==> src/rtl/sdio_response_sequencer_if.sv <==
// Response handshake between sdio_slave and sdio_response_sequencer, plus the
// host-byte push path that feeds the sequencer's FIFO.
interface sdio_response_sequencer_if;
    logic       rx_byte_strobe;
    logic [7:0] rx_byte;
    logic       start_strobe;
    logic [8:0] start_count;
    logic       response_data_req;
    logic       response_start_write;
    logic [7:0] response_data;
    logic       response_data_strobe;
    logic       response_data_empty;

    modport master (
        output rx_byte_strobe, rx_byte, start_strobe, start_count, response_data_req,
        input  response_start_write, response_data, response_data_strobe, response_data_empty
    );

    modport slave (
        input  rx_byte_strobe, rx_byte, start_strobe, start_count, response_data_req,
        output response_start_write, response_data, response_data_strobe, response_data_empty
    );
endinterface

==> src/rtl/sdio_response_sequencer.sv <==
// Feeds the CMD53 read response byte stream to sdio_slave from a host-byte FIFO.
// Define SDIO_RESP_PATTERN_EN to pad with a counting pattern instead of PAD_BYTE.
module sdio_response_sequencer #(
    parameter int unsigned FIFO_DEPTH_LOG2 = 6,
    parameter logic [7:0]  PAD_BYTE        = 8'hFF
) (
    input  logic                     clock,
    input  logic                     reset,
    sdio_response_sequencer_if.slave bus,
    output logic                     busy,
    output logic [FIFO_DEPTH_LOG2:0] fifo_level,
    output logic                     overflow
);

    localparam int unsigned DEPTH = 1 << FIFO_DEPTH_LOG2;
    localparam logic [FIFO_DEPTH_LOG2:0] LEVEL_FULL = (FIFO_DEPTH_LOG2 + 1)'(DEPTH);

    typedef enum logic {
        IDLE,
        SERVE
    } state_t;

    state_t state, state_next;

    logic [7:0]                 mem [DEPTH];
    logic [FIFO_DEPTH_LOG2-1:0] wr_ptr, rd_ptr;
    logic [FIFO_DEPTH_LOG2:0]   level;
    logic                       fifo_empty, fifo_full;
    logic                       pop, push_ok;
    logic [7:0]                 fill_byte;

    logic [8:0] remaining, remaining_next;
    logic [7:0] data_q, data_next;
    logic       strobe_q, strobe_next;
    logic       start_q, start_next;
    logic       empty_q, empty_next;
    logic       ovf_q;

    assign fifo_empty = (level == '0);
    assign fifo_full  = (level == LEVEL_FULL);
    // A pop frees a slot in the same cycle, so a full FIFO still takes the push.
    assign push_ok    = bus.rx_byte_strobe && (!fifo_full || pop);

`ifdef SDIO_RESP_PATTERN_EN
    assign fill_byte = remaining[7:0] + 8'h35;
`else
    assign fill_byte = PAD_BYTE;
`endif

    always_comb begin
        state_next     = state;
        remaining_next = remaining;
        data_next      = data_q;
        strobe_next    = 1'b0;
        start_next     = 1'b0;
        empty_next     = empty_q;
        pop            = 1'b0;
        unique case (state)
            IDLE: begin
                if (bus.start_strobe) begin
                    start_next = 1'b1;
                    if (bus.start_count != '0) begin
                        remaining_next = bus.start_count;
                        empty_next     = 1'b0;
                        state_next     = SERVE;
                    end else begin
                        empty_next = 1'b1;
                    end
                end else if (bus.response_data_req) begin
                    empty_next = 1'b1;
                end
            end
            SERVE: begin
                if (bus.response_data_req) begin
                    if (remaining != '0) begin
                        strobe_next    = 1'b1;
                        remaining_next = remaining - 1'b1;
                        if (fifo_empty) begin
                            data_next = fill_byte;
                        end else begin
                            data_next = mem[rd_ptr];
                            pop       = 1'b1;
                        end
                    end else begin
                        empty_next = 1'b1;
                        state_next = IDLE;
                    end
                end
            end
        endcase
    end

    always_ff @(posedge clock or posedge reset) begin
        if (reset) begin
            state     <= IDLE;
            remaining <= '0;
            data_q    <= '0;
            strobe_q  <= 1'b0;
            start_q   <= 1'b0;
            empty_q   <= 1'b0;
        end else begin
            state     <= state_next;
            remaining <= remaining_next;
            data_q    <= data_next;
            strobe_q  <= strobe_next;
            start_q   <= start_next;
            empty_q   <= empty_next;
        end
    end

    always_ff @(posedge clock or posedge reset) begin
        if (reset) begin
            wr_ptr <= '0;
            rd_ptr <= '0;
            level  <= '0;
            ovf_q  <= 1'b0;
        end else begin
            if (push_ok) begin
                wr_ptr <= wr_ptr + 1'b1;
            end
            if (pop) begin
                rd_ptr <= rd_ptr + 1'b1;
            end
            if (push_ok && !pop) begin
                level <= level + 1'b1;
            end else if (pop && !push_ok) begin
                level <= level - 1'b1;
            end
            if (bus.rx_byte_strobe && !push_ok) begin
                ovf_q <= 1'b1;
            end
        end
    end

    // Storage carries no reset; the pointers alone define valid contents.
    always_ff @(posedge clock) begin
        if (push_ok) begin
            mem[wr_ptr] <= bus.rx_byte;
        end
    end

    assign bus.response_start_write = start_q;
    assign bus.response_data        = data_q;
    assign bus.response_data_strobe = strobe_q;
    assign bus.response_data_empty  = empty_q;
    assign busy                     = (state == SERVE);
    assign fifo_level               = level;
    assign overflow                 = ovf_q;

endmodule
==> src/flat_wrapper.sv <==
// flat-port wrapper written by rule: the top's interface ports become plain ports
module sdio_response_sequencer_flat 
#(
    parameter int unsigned FIFO_DEPTH_LOG2 = 6,
    parameter logic [7:0]  PAD_BYTE        = 8'hFF
)
  (clock, reset, busy, fifo_level, overflow, bus_rx_byte_strobe, bus_rx_byte, bus_start_strobe, bus_start_count, bus_response_data_req, bus_response_start_write, bus_response_data, bus_response_data_strobe, bus_response_data_empty);
  sdio_response_sequencer_if bus_i ();
  input  logic clock;
  input  logic reset;
  output logic busy;
  output logic [FIFO_DEPTH_LOG2:0] fifo_level;
  output logic overflow;
  input wire logic [$bits(bus_i.rx_byte_strobe)-1:0] bus_rx_byte_strobe;
  input wire logic [$bits(bus_i.rx_byte)-1:0] bus_rx_byte;
  input wire logic [$bits(bus_i.start_strobe)-1:0] bus_start_strobe;
  input wire logic [$bits(bus_i.start_count)-1:0] bus_start_count;
  input wire logic [$bits(bus_i.response_data_req)-1:0] bus_response_data_req;
  output wire logic [$bits(bus_i.response_start_write)-1:0] bus_response_start_write;
  output wire logic [$bits(bus_i.response_data)-1:0] bus_response_data;
  output wire logic [$bits(bus_i.response_data_strobe)-1:0] bus_response_data_strobe;
  output wire logic [$bits(bus_i.response_data_empty)-1:0] bus_response_data_empty;
  assign bus_i.rx_byte_strobe = bus_rx_byte_strobe;
  assign bus_i.rx_byte = bus_rx_byte;
  assign bus_i.start_strobe = bus_start_strobe;
  assign bus_i.start_count = bus_start_count;
  assign bus_i.response_data_req = bus_response_data_req;
  assign bus_response_start_write = bus_i.response_start_write;
  assign bus_response_data = bus_i.response_data;
  assign bus_response_data_strobe = bus_i.response_data_strobe;
  assign bus_response_data_empty = bus_i.response_data_empty;
  sdio_response_sequencer #(.FIFO_DEPTH_LOG2(FIFO_DEPTH_LOG2), .PAD_BYTE(PAD_BYTE)) u_core (.clock(clock), .reset(reset), .bus(bus_i), .busy(busy), .fifo_level(fifo_level), .overflow(overflow));
endmodule
==> config.mk <==
export PLATFORM = sky130hd
export DESIGN_NAME = sdio_response_sequencer_flat
export DESIGN_NICKNAME = d
export VERILOG_FILES = /design/src/rtl/sdio_response_sequencer_if.sv /design/src/rtl/sdio_response_sequencer.sv /design/src/flat_wrapper.sv
export SDC_FILE = /design/constraint.sdc
export NUM_CORES = 1
export LEC_CHECK = 0
export ABC_AREA = 1
export CORE_ASPECT_RATIO = 1.1
export CORE_MARGIN = 2
export CORE_UTILIZATION = 32
export CTS_BUF_LIST = sky130_fd_sc_hd__clkbuf_8
export CTS_CLUSTER_SIZE = 24
export DETAILED_ROUTE_END_ITERATION = 10
export SYNTH_ARGS = -nofsm -noshare
export SYNTH_HDL_FRONTEND = slang
export SYNTH_SLANG_ARGS = --single-unit
==> constraint.sdc <==
create_clock -name clock -period 4.4 [get_ports clock]
set_input_delay 0.66 -clock clock [delete_from_list [all_inputs] [get_ports clock]]
set_output_delay 0.66 -clock clock [all_outputs]
set_load 0.01 [all_outputs]
==> impl_metrics.tcl <==
set metrics [dict create \
    drt-initial-drc-count 1507 \
    grtUsageTotal 0.1663 \
    post_cts_buffers 0 \
    yosys_warnings 0 \
    pwr_density_cell_nw_per_um2 614.4 \
    coreArea_sq_um 73130 \
    firstDrtPassIters 5 \
    power.leakage_nw 10.26 \
    grt_pass1_vias 16040 \
    final_cell_mix "nand2_1, edfxtp_1, nand3_1" \
    final_common_cell "nand2_1" \
    worstMarginPinSlew_ns 1.126 \
    min_path_type "input pin to asynchronous set/reset pin" \
    fin_crit_ns 3.114 \
    grt_max_degree 177 \
    die_x_um 262.9 \
    initial_core_util 0.3227 \
    row_count 104 \
    end_kind "register" \
    clockBufferDepth 3 \
    clkLatencyLatePin_ns 0.67 \
    grt_pass1_wl_um 95500 \
    tns_ns 0 \
    drv_cap 0 \
    setup_viol 0 \
    hold_viol 0 \
    async_flop_share 0.07414 \
    drc 0 \
    wl_um 63670 \
    syn_area_per_cell_sq_um 10.62 \
    h-tree-depth 3 \
    grt_antenna_before_repair 2 \
    die_area_sq_um 75940 \
    place_hpwl_um 38660 \
    routed_via_density 4.911 \
    holdWs_ns 0.4365 \
    synth_cells 2223 \
    gp_congestion 0.8962 \
    worstPathRequired_ns 5.01 \
    fin_cells 3300 \
    placed_cells 3153 \
    fin_util 0.3643 \
    area_growth_pct 12.88 \
    io_pins 42 \
    synth_flop_cell "edfxtp_1" \
    synth_edf_count 512 \
    synth_seq_cells 553 \
    path_clk_slew_ns 0.06 \
    outcome "completed" \
    ant_nets 0 \
    numCtsBuffers 83 \
    cts_tree "done" \
    synth.distinct_cells 35 \
    syn_area_sq_um 23600 \
    fin_nets 2318 \
    wl_per_cell_um 19.29 \
    yosysSeqAreaShare 0.6949 \
    cts_resized 0 \
    die_y_um 288.8 \
    ir_drop_mv 0.3514 \
    fmax_mhz 321.1 \
    clock-sinks 553 \
    vias 16210 \
    worstPathArrival_ns 3.72 \
    path_class "register to register" \
    slew_headroom 0.2434 \
    numPortBuffers 41 \
    hold_buffers 0 \
    critPathLaunchType "register" \
    grt_overflow 0 \
    cts_root_buf "clkbuf_8" \
    clock_skew_ns 0.03556 \
    cp_max_fo 14 \
    rsz0062_at_grt "no" \
    maxSlewViolCount 0 \
    drive_above_1_share 0.08188 \
    syn_nets 2257 \
    period_share 0.7078 \
    reg2reg_slack_ns 1.29 \
]
[critical path, stage by stage, from the launching register on]
cell and delay (ns):
dfrtp_1 0.34, inv_1 0.08, ha_1 0.20, inv_1 0.05, nor2_1 0.03, nand4_1 0.11
nand3_2 0.17, nand2_1 0.13, nand2_2 0.10, inv_2 0.22, ha_1 0.30, inv_1 0.17
ha_1 0.35, a21oi_1 0.13, o21ai_0 0.12, nand2_1 0.09, nand2_1 0.06, a21oi_1 0.16
xor2_1 0.16, nand2_1 0.06, nand2_1 0.06
[power breakdown]
part	internal [mW]	total (mW)	switching, mW
clock network	2.11	4.08	1.96
logic	1.70	5.81	4.11
registers	6.11	6.48	0.371
[state kept, by name (all words and copies together), names as in the netlist]
signal / count
u_core.mem: 512
u_core.remaining: 9
u_core.bus.response_data: 8
u_core.fifo_level: 7
u_core.rd_ptr: 6
u_core.wr_ptr: 6
u_core.bus.response_data_empty: 1
u_core.bus.response_data_strobe: 1
u_core.bus.response_start_write: 1
u_core.busy: 1
u_core.overflow: 1
[layout make-up]
| class | count | area [sq um] |
|---|---|---|
| Antenna cell | 1 | 2.502 |
| Clock inverter | 53 | 311.5 |
| Sequential cell | 553 | 16410 |
| Inverter | 177 | 671.9 |
| Clock buffer | 93 | 1280 |
| Timing Repair Buffer | 83 | 738.2 |
| Fill cell | 7200 | 46490 |
| Tap cell | 954 | 1194 |
| Multi-Input combinational cell | 1386 | 6033 |
[cells in the mapped netlist (3+ instances only)]
library cell,number,area share
inv_1,169,0.027
nand4_2,3,0.0016
nor2_1,239,0.038
xor2_1,13,0.0048
o22ai_1,3,0.00080
clkbuf_1,30,0.0048
a21oi_1,42,0.0089
inv_2,4,0.00064
buf_2,74,0.016
clkinv_1,4,0.00064
ha_1,11,0.0058
or2_2,12,0.0032
nand2_1,679,0.11
dfrtp_1,41,0.043
nand3_1,287,0.061
nand4_1,5,0.0013
o21ai_0,68,0.014
nor3_1,7,0.0015
edfxtp_1,512,0.65
[per-layer routing]
metal,wire length (um),share of wire,GRT usage,vias to the layer above
li1,-,-,-,7558
met5,0,0,0,-
met2,30540,0.48,0.2812,686
met4,2469,0.039,0.08029,0
met3,4535,0.071,0.02312,144
met1,26120,0.41,0.2121,7819
[path summary, 6_finish.rpt]
| kind | start | end | cells after the start |
|---|---|---|---|
| max reg2reg | u_core.remaining[0] | u_core.fifo_level[6] | 20 |
| max in group asynchronous | reset | u_core.rd_ptr[1] | 3 |
| min in group clock | u_core.bus.response_data_empty | u_core.bus.response_data_empty | 2 |
| min | reset | u_core.fifo_level[6] | 2 |
| min reg2reg | u_core.bus.response_data_empty | u_core.bus.response_data_empty | 2 |
| max | u_core.remaining[0] | u_core.fifo_level[6] | 20 |
[kinds of logic after synthesis]
group | count (synthesis) | share of synthesized area
xor gates and xnor gates | 14 | 0.005196
and+or+nand+nor | 1241 | 0.2178
DFF | 553 | 0.6949
adders and majority gates | 12 | 0.006680
AOI/OAI and AO/OA | 119 | 0.02598
buffers and inverters | 284 | 0.04941
[stage by stage]
step	power, mW	worst slack (ns)	area (sq um)
6_report	16.37	1.286	26640
5_1_grt	17.29	0.9108	26640
4_1_cts	16.41	1.261	26640
3_5_place_dp	12.32	0.8303	25050
3_3_place_gp	12.29	0.8448	25050
2_1_floorplan	10.28	1.670	23600
Power figures use the tool's default switching activity.
